$ cat config.mk
export PLATFORM = sky130hd
export DESIGN_NAME = bug_motion_ctl
export DESIGN_NICKNAME = d
export VERILOG_FILES = /design/src/rtl/bug_motion_ctl.sv
export SDC_FILE = /design/constraint.sdc
export NUM_CORES = 1
export LEC_CHECK = 0
export ABC_AREA = 1
export CAP_MARGIN = 20
export CORE_ASPECT_RATIO = 1.4
export CORE_MARGIN = 3
export CORE_UTILIZATION = 40
export CTS_CLUSTER_DIAMETER = 200
export DETAILED_ROUTE_END_ITERATION = 16
export GPL_ROUTABILITY_DRIVEN = 1
export PLACE_DENSITY = 0.7
export SKIP_LAST_GASP = 1
export SLEW_MARGIN = 30
export SYNTH_ARGS = -nofsm -noshare
export SYNTH_HDL_FRONTEND = slang
export SYNTH_SLANG_ARGS = --single-unit
$ cat constraint.sdc
create_clock -name i_pclk -period 6.1 [get_ports i_pclk]
set_input_delay 1.83 -clock i_pclk [delete_from_list [all_inputs] [get_ports i_pclk]]
set_output_delay 1.83 -clock i_pclk [all_outputs]
set_load 0.1 [all_outputs]
$ cat src/rtl/bug_motion_ctl.sv
// Bug sprite motion sequencer: updates position/rotation once per frame at the
// rising edge of vertical blanking, with turn latching and wall bounce/pause.
module bug_motion_ctl #(
  parameter int SCREEN_W    = 1024,
  parameter int SCREEN_H    = 768,
  parameter int BUG_W       = 53,
  parameter int BUG_H       = 54,
  parameter int X_INIT      = 485,
  parameter int Y_INIT      = 357,
  parameter int STEP        = 2,
  parameter int TURN_FRAMES = 8
) (
  input  logic        i_pclk,
  input  logic        i_reset,
  input  logic        i_vblnk_in,
  input  logic        i_start,
  input  logic        i_stop,
  input  logic        i_turn_left,
  input  logic        i_turn_right,
  input  logic [1:0]  i_speed,
  output logic [11:0] o_x_bugpos,
  output logic [11:0] o_y_bugpos,
  output logic [1:0]  o_rotation,
  output logic        o_moving,
  output logic        o_wall_hit
);

  // state | meaning
  // IDLE  | stationary, turns still rotate in place at each frame tick
  // MOVE  | advance one step per frame tick in the facing direction
  // PAUSE | held still after a bounce for TURN_FRAMES ticks
  typedef enum logic [1:0] {S_IDLE, S_MOVE, S_PAUSE} state_t;

  localparam logic signed [12:0] X_MAX = 13'(SCREEN_W - BUG_W);
  localparam logic signed [12:0] Y_MAX = 13'(SCREEN_H - BUG_H);

  state_t      r_state, w_state_n;
  logic        r_vblnk_q;
  logic        r_turn_vld, w_turn_vld_n;
  logic        r_turn_right, w_turn_right_n;
  logic [7:0]  r_pause_cnt, w_pause_cnt_n;
  logic [11:0] r_x, w_x_n;
  logic [11:0] r_y, w_y_n;
  logic [1:0]  r_rot, w_rot_n;
  logic        r_wall_hit, w_wall_hit_n;

  logic                w_tick;
  logic [1:0]          w_rot_turn;
  logic signed [12:0]  w_step;
  logic signed [12:0]  w_x_try, w_y_try;
  logic signed [12:0]  w_x_clamp, w_y_clamp;
  logic                w_hit;

  assign w_tick     = i_vblnk_in & ~r_vblnk_q;
  assign w_rot_turn = r_turn_vld ? (r_turn_right ? r_rot + 2'd1 : r_rot + 2'd3) : r_rot;
  assign w_step     = 13'(STEP) << i_speed;

  // Candidate position from the post-turn heading; only one axis moves.
  always_comb begin
    w_x_try = $signed({1'b0, r_x});
    w_y_try = $signed({1'b0, r_y});
    case (w_rot_turn)
      2'd0:    w_y_try = $signed({1'b0, r_y}) - w_step;
      2'd1:    w_x_try = $signed({1'b0, r_x}) + w_step;
      2'd2:    w_y_try = $signed({1'b0, r_y}) + w_step;
      default: w_x_try = $signed({1'b0, r_x}) - w_step;
    endcase
  end

  assign w_x_clamp = (w_x_try < 13'sd0) ? 13'sd0 : ((w_x_try > X_MAX) ? X_MAX : w_x_try);
  assign w_y_clamp = (w_y_try < 13'sd0) ? 13'sd0 : ((w_y_try > Y_MAX) ? Y_MAX : w_y_try);
  assign w_hit     = (w_x_clamp != w_x_try) || (w_y_clamp != w_y_try);

  always_comb begin
    w_state_n      = r_state;
    w_turn_vld_n   = r_turn_vld;
    w_turn_right_n = r_turn_right;
    w_pause_cnt_n  = r_pause_cnt;
    w_x_n          = r_x;
    w_y_n          = r_y;
    w_rot_n        = r_rot;
    w_wall_hit_n   = 1'b0;

    case (r_state)
      S_IDLE: begin
        if (i_start) w_state_n = S_MOVE;
        if (w_tick) begin
          w_rot_n      = w_rot_turn;
          w_turn_vld_n = 1'b0;
        end
      end
      S_MOVE: begin
        if (i_stop) begin
          w_state_n = S_IDLE;
        end else if (w_tick) begin
          w_turn_vld_n = 1'b0;
          w_x_n        = 12'(w_x_clamp);
          w_y_n        = 12'(w_y_clamp);
          if (w_hit) begin
            w_rot_n      = w_rot_turn + 2'd2;
            w_wall_hit_n = 1'b1;
            if (TURN_FRAMES != 0) begin
              w_pause_cnt_n = 8'(TURN_FRAMES);
              w_state_n     = S_PAUSE;
            end
          end else begin
            w_rot_n = w_rot_turn;
          end
        end
      end
      S_PAUSE: begin
        if (i_stop) begin
          w_state_n     = S_IDLE;
          w_pause_cnt_n = 8'd0;
        end else if (w_tick) begin
          w_pause_cnt_n = r_pause_cnt - 8'd1;
          if (r_pause_cnt <= 8'd1) w_state_n = S_MOVE;
        end
      end
      default: w_state_n = S_IDLE;
    endcase

    // A fresh pulse overrides the clear done at a tick; simultaneous L+R is ignored.
    if ((r_state != S_PAUSE) && (i_turn_left ^ i_turn_right)) begin
      w_turn_vld_n   = 1'b1;
      w_turn_right_n = i_turn_right;
    end
  end

  always_ff @(posedge i_pclk) begin
    if (!i_reset) begin
      r_state      <= S_IDLE;
      r_vblnk_q    <= 1'b0;
      r_turn_vld   <= 1'b0;
      r_turn_right <= 1'b0;
      r_pause_cnt  <= 8'd0;
      r_x          <= 12'(X_INIT);
      r_y          <= 12'(Y_INIT);
      r_rot        <= 2'd0;
      r_wall_hit   <= 1'b0;
    end else begin
      r_state      <= w_state_n;
      r_vblnk_q    <= i_vblnk_in;
      r_turn_vld   <= w_turn_vld_n;
      r_turn_right <= w_turn_right_n;
      r_pause_cnt  <= w_pause_cnt_n;
      r_x          <= w_x_n;
      r_y          <= w_y_n;
      r_rot        <= w_rot_n;
      r_wall_hit   <= w_wall_hit_n;
    end
  end

  assign o_x_bugpos = r_x;
  assign o_y_bugpos = r_y;
  assign o_rotation = r_rot;
  assign o_moving   = (r_state == S_MOVE);
  assign o_wall_hit = r_wall_hit;

endmodule

; Word-level counts from Yosys, hierarchy flattened
; Cells that the tools add are included.
[totals]
reg_bits = 40
input_bits = 9
output_inout_bits = 28
elab_cells = 93
[classes]
addsub = 8
n_lt_le_gt_ge = 5
n_eq_ne = 17
n_shift = 1
n_mux = 32
n_bitwise = 7
reduce_logical = 14
[op_table]
columns = cell, n
row1 = $mux W13, 4
row2 = $pmux W13 S2, 2
row3 = $mux W8, 5
row4 = $add A13 B13 Y13, 2
row5 = $gt A13 B11 Y1 const B, 2
row6 = $lt A13 B1 Y1 const B, 2
row7 = $mux W2, 13
row8 = $ne A13 B13 Y1, 2
row9 = $sub A13 B13 Y13, 2
row10 = $pmux W8 S2, 1
row11 = $shl A2 B2 Y13 const A, 1
row12 = $reduce_and A5 Y1, 2
row13 = $ne A3 B2 Y1 const B, 3
row14 = $le A8 B1 Y1 const B, 1
row15 = $ne A2 B2 Y1 const B, 4
row16 = $sub A8 B1 Y8 const B, 1
row17 = $ne A3 B3 Y1 const B, 2
row18 = $pmux W2 S3, 1
row19 = $not A1 Y1, 5
row20 = $add A2 B2 Y2 const B, 2
row21 = $eq A2 B1 Y1 const B, 2
row22 = $eq A2 B2 Y1 const B, 2
row23 = $logic_not A2 Y1, 2
row24 = $mux W1, 4
row25 = 15 further kinds, 17

; Depth between registers and ports, before layout
; Gate-level depths: netlist of the first run.
[depth]
word_depth = 15
depth_mapped = 33
mapped_depth_nobuf = 32

; Worst setup path before layout of the first run
; No wires, ideal clock.
[synth_timing]
kind = in2reg
start = in i_speed[0]
end = reg r_pause_cnt[1]
setup_ns = 0.130
arrival_ns = 4.764
required_ns = 5.970
slack_ns = 1.206
cell_stages = 28
path_buffers = 0
path_cell_list = nor2_1 > inv_1 > ha_1 > or2_2 > o21ai_0 > inv_1 > ha_1 > nand2_1 > o21bai_1 > nand2_1 > nand2_1 > nand2_1 > nand2_1 > nand3_1 > nand2_1 > nand2_1 > nand3_1 > nand2_1 > inv_1 > nand2_1 > nand2_1 > nand3_4 > nor2_8 > nand2_8 > nand2_8 > nand2_1 > o21ai_1 > nor2_1
[synth_between]
elab_chain_cells = 10
word_cells_on_any_way = 20
cone_classes = add/sub: 4 / order compare: 4 / eq/ne: 3 / shift: 1 / mux: 6 / reduce/logical: 2
[synth_rtl]
columns = item, line
row1 = start: declaration, 20  ; input logic [1:0] i_speed,
row2 = $shl A2 B2 Y13 (*), 56  ; assign w_step = 13'(STEP) << i_speed;
row3 = $sub A13 B13 Y13 (tied with other cells), 66  ; default: w_x_try = $signed({1'b0, r_x}) - w_step;
row4 = $pmux W13 S2, 62  ; case (w_rot_turn)
row5 = "$gt A13 B11 Y1, on equally long branches", "70, 71"
row6 = "$mux W13, on equally long branches (2 in series)", "70, 71"
row7 = $ne A13 B13 Y1, 72  ; assign w_hit = (w_x_clamp != w_x_try) || (w_y_clamp != w_y_try);
row8 = $logic_or A1 B1 Y1 (*), 72
row9 = $ne A2 B1 Y1 (no source line) (*), --
row10 = $reduce_and A5 Y1 (no source line) (*), --
row11 = end signal: assignment, 146  ; r_pause_cnt <= w_pause_cnt_n;
row12 = end: declaration, 41  ; logic [7:0] r_pause_cnt, w_pause_cnt_n;
; Mark *: on every way between the ends. The rest lies on a longest branch, timed or not.
; A chain may end at the register's enable or synchronous reset.

; Worst setup path after layout of the first run
; Ends and elaborated chain as after synthesis.

==> impl_metrics.py, run 1 <==
metrics = {
    "synth": {
        "netlist_area_um2": 4010,
        "yosysSeqAreaShare_pct": 20.0,
        "ys_ff_latch": 40,
        "yosysMostFrequentCell": "nand2_1",
        "synth-async-reset-ratio_pct": 0,
        "syn_nets": 639,
        "synth_ff_type": "dfxtp_1",
        "syn-instance-count": 610,
        "synth_common_cells": "nand2_1, inv_1, nand3_1, nor2_1, dfxtp_1",
        "ys_top_cells_by_area": "dfxtp_1, nand2_1, inv_1",
        "yosys_warnings": 0,
        "synth_edf_count": 0,
        "synth.avg_cell_area_um2": 6.57,
        "synth_top_cell_by_area": "dfxtp_1",
        "synth.distinct_cells": 52,
        "synth_top_area_share_pct": 20.0,
    },
    "cts": {
        "cts_setup_buffers": 0,
        "cts_made_buffers": 5,
        "cts.clk_slew.worst_paths_ns": 0.06,
        "cts_resized": 0,
        "clkLatencyLatePin_ns": 0.29,
        "clockRootBuffer": "clkbuf_16",
        "cts.sinks": 40,
        "clockBufferDepth": 2,
        "tritoncts": "done",
        "cts_hold_buf": 0,
        "htreeDepth": 2,
    },
    "worst_setup_path": {
        "reg2reg_setup_slack_ns": 1.88,
        "endpoint_kind": "register",
        "rr_worst_depth": 31,
        "timing.rr.end": "r_pause_cnt[1]",
        "cp.required_ns": 6.26,
        "crit_path_end": "r_pause_cnt[1]",
        "rr_startpoint": "o_rotation[0]",
        "crit_type": "input pin to register",
        "worst_ep_arrival_time_ns": 5.61,
        "startpoint_type": "input pin",
        "critPathSlowestCell": "clkdlybuf4s50_1",
        "cp-startpoint": "i_speed[0]",
        "crit_path_max_fanout": 9,
        "worst_path_most_repeated_cell": "nand2_1",
        "crit_path_max_incr_delay_ns": 0.47,
    },
    "global_routing": {
        "grt_antenna_before_repair": 0,
        "grt_pass1_wl_mm": 17.6,
        "grt_pass1_vias": 3837,
        "grt_usage_pct": 18.7,
        "grt_overflow": 0,
        "grt_start_max_net_pins": 29,
    },
    "job": {
        "maxCapViolCount": 0,
    },
    "sta": {
        "maxSlewViolCount": 0,
        "fin_crit_sh_pct": 89.3,
        "hold_ws_ns": 0.484,
        "tightest_slew_ns": 0.980,
        "fin_tns_setup_ns": 0,
        "finalClockSkew_ns": 0.00693,
        "finalHoldViolCount": 0,
        "rsz0062_at_grt": "false",
        "relSlewSlack_pct": 34.5,
        "fmax_ghz": 0.184,
        "fin_crit_ns": 5.45,
        "setup_violations": 0,
    },
    "place": {
        "hpwl_mm": 8.04,
        "dpl.cell_count": 768,
        "port_buffers": 36,
        "gp_congestion": 0.972,
    },
    "power": {
        "seqPwrFrac_pct": 22.4,
        "p_clk_share_pct": 24.1,
        "p_sw_w": 0.000604,
        "vdd_drop_max_mv": 0.139,
        "comb_power_share_pct": 53.5,
        "p_int_w": 0.000681,
        "power_density_nw_per_um2": 277,
        "swShare_pct": 47.0,
        "design_power_total_w": 0.00128,
        "p_leak_nw": 2.16,
    },
    "hold_path": {
        "hold_path_class": "register to register",
    },
    "floorplan": {
        "design.die.area_um2": 11300,
        "start_util_pct": 41.6,
        "die_x_um": 90.6,
        "coreArea_um2": 9620,
        "rows": 42,
        "pin_count": 37,
        "die_h_um": 124,
    },
    "outcome": {
        "status": "complete, no violations",
    },
    "detailed_routing": {
        "first_iter_violations": 242,
        "dr_total_vias": 4152,
        "viasPerCell": 5.35,
        "wirelength_mm": 10.6,
        "drtAntennaViolNets": 0,
        "drcViolationCount": 0,
        "wl_per_cell_um": 13.6,
        "dr.pass1.iters": 5,
    },
    "finish": {
        "area_delta_synth_final_pct": 16.0,
        "final_cell_count_no_fill": 776,
        "num_antenna_cells": 0,
        "drive_gt1_share_pct": 13.7,
        "nNetsFinal": 672,
    },
}
[flip-flops by register name, indices dropped and copies added (netlist names)]
name / flops
r_turn_right: 1
o_wall_hit: 1
r_state: 2
o_y_bugpos: 12
r_vblnk_q: 1
r_turn_vld: 1
r_pause_cnt: 8
o_rotation: 2
o_x_bugpos: 12
[through the flow]
step	area [um2]	util (%)	setup WS (ns)
global route	4640	48.3	0.253
finish	4640	48.3	0.653
CTS	4640	48.3	0.648
floorplan	4010	-	1.21
global placement	4480	46.6	0.433
detailed placement	4480	46.6	0.351
[area by class of cell]
class	instances	area (um2)
timing repair buffer	38	375
clock buffer	5	125
multi-input combinational	472	2810
tap	132	165
sequential	40	801
fill	968	4970
inverter	86	325
clock inverter	3	42.5
[power groups by stage]
stage	registers [W]	logic [W]	clock network (W)
2_1_floorplan	0.000346	0.000501	0
3_3_place_gp	0.000293	0.000673	0
3_5_place_dp	0.000293	0.000681	0
4_1_cts	0.000288	0.000684	0.000317
5_1_grt	0.000289	0.000758	0.000325
6_report	0.000288	0.000687	0.000310
[layout by cell type, fill, tap and decap left out, types with 6 or more instances in the layout]
master	count
nand2_1	159
inv_1	79
nor3_1	8
nand3_4	9
nand2_2	18
o211ai_1	6
nor2_1	43
o21ai_0	23
nand4_1	13
ha_1	18
nand3_2	8
a21oi_1	32
o21bai_1	8
dfxtp_1	40
a21oi_2	7
clkdlybuf4s50_1	36
nand2_4	9
nand3_1	58
[per-layer routing]
layer | wire length [um] | share of wire (%) | global-route usage, % | vias to the layer above
li1 | - | - | - | 2078
met1 | 4500 | 43 | 21.9 | 1919
met2 | 5310 | 50 | 33.4 | 127
met3 | 416 | 3.9 | 2.48 | 28
met4 | 348 | 3.3 | 8.30 | 0
met5 | 0 | 0 | 0 | -
[worst min path at each step]
stage / cells after the start / endpoint / from
after floorplan: 2 / r_pause_cnt[3] / r_pause_cnt[3]
after global placement: 2 / o_y_bugpos[0] / o_y_bugpos[0]
after detailed placement: 2 / o_x_bugpos[10] / o_x_bugpos[10]
after CTS: 2 / o_x_bugpos[10] / o_x_bugpos[10]
after global routing: 2 / o_y_bugpos[0] / o_y_bugpos[0]
final: 2 / o_x_bugpos[10] / o_x_bugpos[10]
[worst max-delay path, delay by kind of cell]
family,cells,cell delay (ns)
fa+ha+maj,2,0.57
buf+inv,4,0.69
simple gates,20,2.00
compound gates,3,0.52
[logic make-up (layout without fill, tap and decap cells)]
group           after synthesis  after routing  synth area share, %
flops                        40             40                 20.0
buf+inv                      98            132                 9.84
simple gates                351            351                 47.4
mux                           1              1                0.250
xor+xnor                      6              6                 1.31
fa+ha+maj                    20             20                 6.62
compound gates               94             94                 14.6
Note: power is estimated with default switching activity, not from simulation.
==> inputs of run 2 (changes only) <==
--- a/config.mk
+++ b/config.mk
@@ -13,7 +13,7 @@
 export CTS_CLUSTER_DIAMETER = 200
 export DETAILED_ROUTE_END_ITERATION = 16
 export GPL_ROUTABILITY_DRIVEN = 1
-export PLACE_DENSITY = 0.7
+export PLACE_DENSITY = 0.63
 export SKIP_LAST_GASP = 1
 export SLEW_MARGIN = 30
 export SYNTH_ARGS = -nofsm -noshare
==> run 2 against run 1 <==
Compared with the run above: hold slack gained 0.0061 ns; critical path type unchanged; clock skew shrank 0.0016 ns; cell area grew 0.54%; critical path depth is the same; register-to-register slack lost 0.03 ns; non-clock buffer count grew 1; largest cell class unchanged; wire length grew 1.2%.
==> impl_metrics.py, run 2 (synthesis results as in run 1) <==
metrics = {
    "outcome": {
        "status": "complete, no violations",
    },
    "finish": {
        "drive_gt1_share_pct": 13.7,
        "final_cell_count_no_fill": 776,
        "area_delta_synth_final_pct": 16.6,
        "num_antenna_cells": 0,
        "layout_commonest_cell": "nand2_1",
        "nFillCells": 1010,
        "final_cell_mix": "nand2_1, inv_1, nand3_1, nor2_1, dfxtp_1",
        "nNetsFinal": 673,
    },
    "detailed_routing": {
        "dr_total_vias": 4029,
        "first_iter_violations": 174,
        "drtAntennaViolNets": 0,
        "viasPerCell": 5.19,
        "drcViolationCount": 0,
        "wirelength_mm": 10.7,
        "wl_per_cell_um": 13.8,
        "dr.pass1.iters": 4,
    },
    "place": {
        "hpwl_mm": 8.14,
        "gp_congestion": 0.869,
        "dpl.cell_count": 769,
        "port_buffers": 36,
    },
    "power": {
        "p_leak_nw": 2.17,
        "vdd_drop_max_mv": 0.112,
        "power_density_nw_per_um2": 283,
    },
    "hold_path": {
        "hold_path_class": "register to register",
        "hp-start": "o_y_bugpos[0]",
    },
    "sta": {
        "fin_tns_setup_ns": 0,
        "setup_violations": 0,
        "fin_crit_sh_pct": 89.9,
        "fmax_ghz": 0.182,
        "maxSlewViolCount": 0,
        "tightest_slew_ns": 0.976,
        "finalHoldViolCount": 0,
        "relSlewSlack_pct": 34.7,
        "rsz0062_at_grt": "false",
        "finalClockSkew_ns": 0.00529,
        "fin_crit_ns": 5.49,
    },
    "worst_setup_path": {
        "crit_path_max_fanout": 9,
        "worst_ep_arrival_time_ns": 5.64,
        "worst_path_most_repeated_cell": "nand2_1",
        "cp-startpoint": "i_speed[0]",
        "critPathSlowestCell": "clkdlybuf4s50_1",
        "endpoint_kind": "register",
        "startpoint_type": "input pin",
        "crit_type": "input pin to register",
        "critPathTopFamily": "simple AND/OR/NAND/NOR gates",
        "crit_path_max_incr_delay_ns": 0.46,
        "cp.required_ns": 6.26,
        "rr_startpoint": "o_rotation[0]",
        "cp_num_buf_inv": 4,
    },
    "cts": {
        "cts_hold_buf": 0,
        "cts_setup_buffers": 0,
        "clockRootBuffer": "clkbuf_16",
        "tritoncts": "done",
        "cts_resized": 0,
        "htreeDepth": 2,
        "clockBufferDepth": 2,
        "clkLatencyLatePin_ns": 0.29,
        "cts_made_buffers": 5,
        "cts.clk_slew.worst_paths_ns": 0.06,
        "cts.sinks": 40,
    },
    "floorplan": {
        "design.die.area_um2": 11300,
        "die_x_um": 90.6,
        "pin_count": 37,
        "start_util_pct": 41.6,
        "coreArea_um2": 9620,
        "die_h_um": 124,
        "rows": 42,
    },
    "global_routing": {
        "grt_usage_pct": 19.4,
        "grt_pass1_vias": 3944,
        "grt_pass1_wl_mm": 18.2,
        "grt_overflow": 0,
        "grt_antenna_before_repair": 0,
        "grt_start_max_net_pins": 29,
    },
    "job": {
        "maxCapViolCount": 0,
    },
}
## run 2: worst paths after layout
kind	to	slack, ns	depth (start not counted)
setup / recovery	r_pause_cnt[1]	0.61	29
hold / removal	o_y_bugpos[0]	0.49	2
setup reg to reg	r_pause_cnt[1]	1.85	31
hold reg to reg	o_y_bugpos[0]	0.49	2
## run 2: area by class of cell
cell class / instances / area (um2) / share of cell area [%]
sequential: 40 / 801 / 17.1
timing repair buffer: 39 / 383 / 8.20
tap: 132 / 165 / 3.54
multi-input combinational: 472 / 2810 / 60.2
clock inverter: 2 / 60.1 / 1.29
clock buffer: 5 / 125 / 2.68
inverter: 86 / 325 / 6.97
## run 2: per-stage QoR
| stage | area [um2] | worst slack [ns] | util, % | hold WS (ns) | total power, W |
|---|---|---|---|---|---|
| 2_1_floorplan | 4010 | 1.21 | - | 0.455 | 0.000847 |
| 3_3_place_gp | 4480 | 0.473 | 46.6 | 0.469 | 0.000968 |
| 3_5_place_dp | 4480 | 0.329 | 46.6 | 0.482 | 0.000975 |
| 4_1_cts | 4670 | 0.594 | 48.6 | 0.492 | 0.00133 |
| 5_1_grt | 4670 | 0.211 | 48.6 | 0.524 | 0.00142 |
| 6_report | 4670 | 0.615 | 48.6 | 0.490 | 0.00132 |
## run 2: layer usage
layer | wire length (um) | global-route usage, % | part of all wire (%) | up-vias
li1 | - | - | - | 2078
met1 | 4530 | 22.3 | 42 | 1844
met2 | 5500 | 35.4 | 51 | 86
met3 | 412 | 2.84 | 3.9 | 21
met4 | 253 | 7.66 | 2.4 | 0
met5 | 0 | 0 | 0 | -
## run 2: worst min-delay path: cells and delay by family (launching register included)
| family | cells | cell delay [ns] |
|---|---|---|
| flops | 1 | 0.34 |
| simple gates | 2 | 0.11 |
## run 2: report_power, final
| part | total, W | switching (W) | internal, W |
|---|---|---|---|
| sequential | 0.000287 | 0.0000132 | 0.000274 |
| combinational | 0.000685 | 0.000471 | 0.000214 |
| clock | 0.000347 | 0.000114 | 0.000232 |
==> inputs of run 3 (changes only) <==
--- a/config.mk
+++ b/config.mk
@@ -13,8 +13,8 @@
 export CTS_CLUSTER_DIAMETER = 200
 export DETAILED_ROUTE_END_ITERATION = 16
 export GPL_ROUTABILITY_DRIVEN = 1
+export GPL_TIMING_DRIVEN = 0
 export PLACE_DENSITY = 0.63
-export SKIP_LAST_GASP = 1
 export SLEW_MARGIN = 30
 export SYNTH_ARGS = -nofsm -noshare
 export SYNTH_HDL_FRONTEND = slang
==> constraint.sdc (replaced) <==
create_clock -name i_pclk -period 6.2 [get_ports i_pclk]
set_input_delay 1.86 -clock i_pclk [delete_from_list [all_inputs] [get_ports i_pclk]]
set_output_delay 1.86 -clock i_pclk [all_outputs]
set_load 0.1 [all_outputs]
==> run 3 against run 2 <==
Compared with the run above: global-route usage up 0.70 points; sequential share of layout area about the same; cell count up 1.2%; worst setup slack worse by 0.057 ns; wire length up 4.1%; core utilization up 0.052 points; via count up 1.8%; register-to-register slack better by 0.13 ns; critical path type unchanged; largest power group unchanged; highest routed layer unchanged.
==> impl_metrics.py, run 3 (synthesis results as in run 1) <==
metrics = {
    "outcome": {
        "status": "complete, no violations",
    },
    "worst_setup_path": {
        "cp-startpoint": "i_speed[0]",
        "endpoint_kind": "register",
        "reg2reg_setup_slack_ns": 1.98,
        "critPathSlowestCell": "clkdlybuf4s50_1",
        "timing.rr.end": "r_pause_cnt[1]",
        "startpoint_type": "input pin",
        "critPathTopFamily": "simple AND/OR/NAND/NOR gates",
        "crit_path_max_fanout": 9,
        "worst_ep_arrival_time_ns": 5.79,
        "crit_type": "input pin to register",
        "cp_num_buf_inv": 4,
        "rr_worst_depth": 33,
        "cp.required_ns": 6.35,
        "crit_cells": 29,
        "crit_path_max_incr_delay_ns": 0.46,
        "worst_path_most_repeated_cell": "nand2_1",
        "rr_startpoint": "o_rotation[0]",
        "crit_path_end": "r_pause_cnt[1]",
    },
    "global_routing": {
        "grt_usage_pct": 20.1,
        "grt_start_max_net_pins": 14,
        "grt_pass1_wl_mm": 18.9,
        "grt_overflow": 0,
        "grt_pass1_vias": 4049,
        "grt_antenna_before_repair": 0,
    },
    "floorplan": {
        "pin_count": 37,
        "start_util_pct": 41.6,
        "die_x_um": 90.6,
        "design.die.area_um2": 11300,
        "die_h_um": 124,
        "rows": 42,
        "coreArea_um2": 9620,
    },
    "sta": {
        "finalHoldViolCount": 0,
        "rsz0062_at_grt": "false",
        "fin_crit_ns": 5.64,
        "tightest_slew_ns": 0.993,
        "relSlewSlack_pct": 33.6,
        "maxSlewViolCount": 0,
        "setup_violations": 0,
        "fmax_ghz": 0.177,
        "hold_ws_ns": 0.494,
        "fin_crit_sh_pct": 91.0,
        "fin_tns_setup_ns": 0,
        "finalClockSkew_ns": 0.00452,
    },
    "cts": {
        "clockBufferDepth": 2,
        "cts.sinks": 40,
        "cts_hold_buf": 0,
        "cts_resized": 0,
        "cts_setup_buffers": 0,
        "clkLatencyLatePin_ns": 0.28,
        "htreeDepth": 2,
        "tritoncts": "done",
        "clockRootBuffer": "clkbuf_16",
        "cts_made_buffers": 5,
        "cts.clk_slew.worst_paths_ns": 0.06,
    },
    "detailed_routing": {
        "drcViolationCount": 0,
        "viasPerCell": 5.22,
        "dr.pass1.iters": 5,
        "wl_per_cell_um": 14.2,
        "wl_met1_mm": 4.60,
        "dr_total_vias": 4101,
        "first_iter_violations": 241,
        "drtAntennaViolNets": 0,
        "wirelength_mm": 11.1,
        "dr_wl_met2_mm": 5.75,
        "wl_met3_um": 469,
        "top_layer_used": "met4",
    },
    "hold_path": {
        "hold_path_class": "register to register",
    },
    "finish": {
        "layout_commonest_cell": "nand2_1",
        "seqCellArea_um2": 801,
        "drive_gt1_share_pct": 13.9,
        "multi_input_area_um2": 2810,
        "area_delta_synth_final_pct": 16.7,
        "nFillCells": 1011,
        "nNetsFinal": 681,
        "final_cell_mix": "nand2_1, inv_1, nand3_1, nor2_1, dfxtp_1",
        "num_antenna_cells": 0,
    },
    "power": {
        "power_density_nw_per_um2": 265,
        "vdd_drop_max_mv": 0.170,
        "p_leak_nw": 2.17,
    },
    "place": {
        "hpwl_mm": 8.90,
        "gp_congestion": 0.901,
        "port_buffers": 35,
    },
    "job": {
        "maxCapViolCount": 0,
    },
}
## run 3: cell count changes in the layout (fill, tap and decap cells not counted), moves of 2 or more
cell	previous run	this run
buf_2	0	3
clkbuf_1	0	6
clkinvlp_4	0	2
buf_4	3	1
bufinv_16	2	0
## run 3: final cells by class
class	instances	share of cell area, %
multi-input combinational	472	60.1
buffer	12	1.47
clock inverter	2	0.321
inverter	86	6.96
sequential	40	17.1
timing repair buffer	35	7.49
clock buffer	6	2.97
tap	132	3.53
## run 3: power breakdown
part	switching (W)	leakage [nW]	internal (W)
clock network	0.000105	0.0691	0.000160
logic	0.000472	1.77	0.000219
registers	0.0000138	0.325	0.000270
## run 3: per-layer routing
layer / track usage, % / vias to the layer above
li1: - / 2103
met3: 2.54 / 25
met1: 23.4 / 1866
met4: 7.03 / 0
met2: 37.1 / 107
met5: 0 / -
## run 3: worst reg2reg max path: cells and delay by family, from the launching register on
family | cells | cell delay [ns]
simple gates | 24 | 2.44
compound gates | 3 | 0.53
buf+inv | 5 | 0.44
flops | 1 | 0.40
fa+ha+maj | 1 | 0.28
## run 3: per-stage QoR
step	cells	instance area, um2	power, W	utilization (%)	worst slack (ns)
after CTS	785	4670	0.00125	48.6	0.548
after floorplan	610	4010	0.000833	-	1.28
final	785	4670	0.00124	48.6	0.558
after detailed placement	777	4520	0.000976	47.0	0.259
after global routing	785	4670	0.00133	48.6	0.0238
after global placement	777	4520	0.000967	47.0	0.322
## run 3: worst min path at each step
stage,from,to,slack [ns],cells past startpoint
floorplan,r_pause_cnt[3],r_pause_cnt[3],0.45,2
global placement,r_pause_cnt[3],r_pause_cnt[3],0.47,2
detailed placement,o_y_bugpos[0],o_y_bugpos[0],0.48,2
CTS,o_y_bugpos[0],o_y_bugpos[0],0.50,2
global route,o_y_bugpos[0],o_y_bugpos[0],0.51,2
finish,o_x_bugpos[10],o_x_bugpos[10],0.49,2
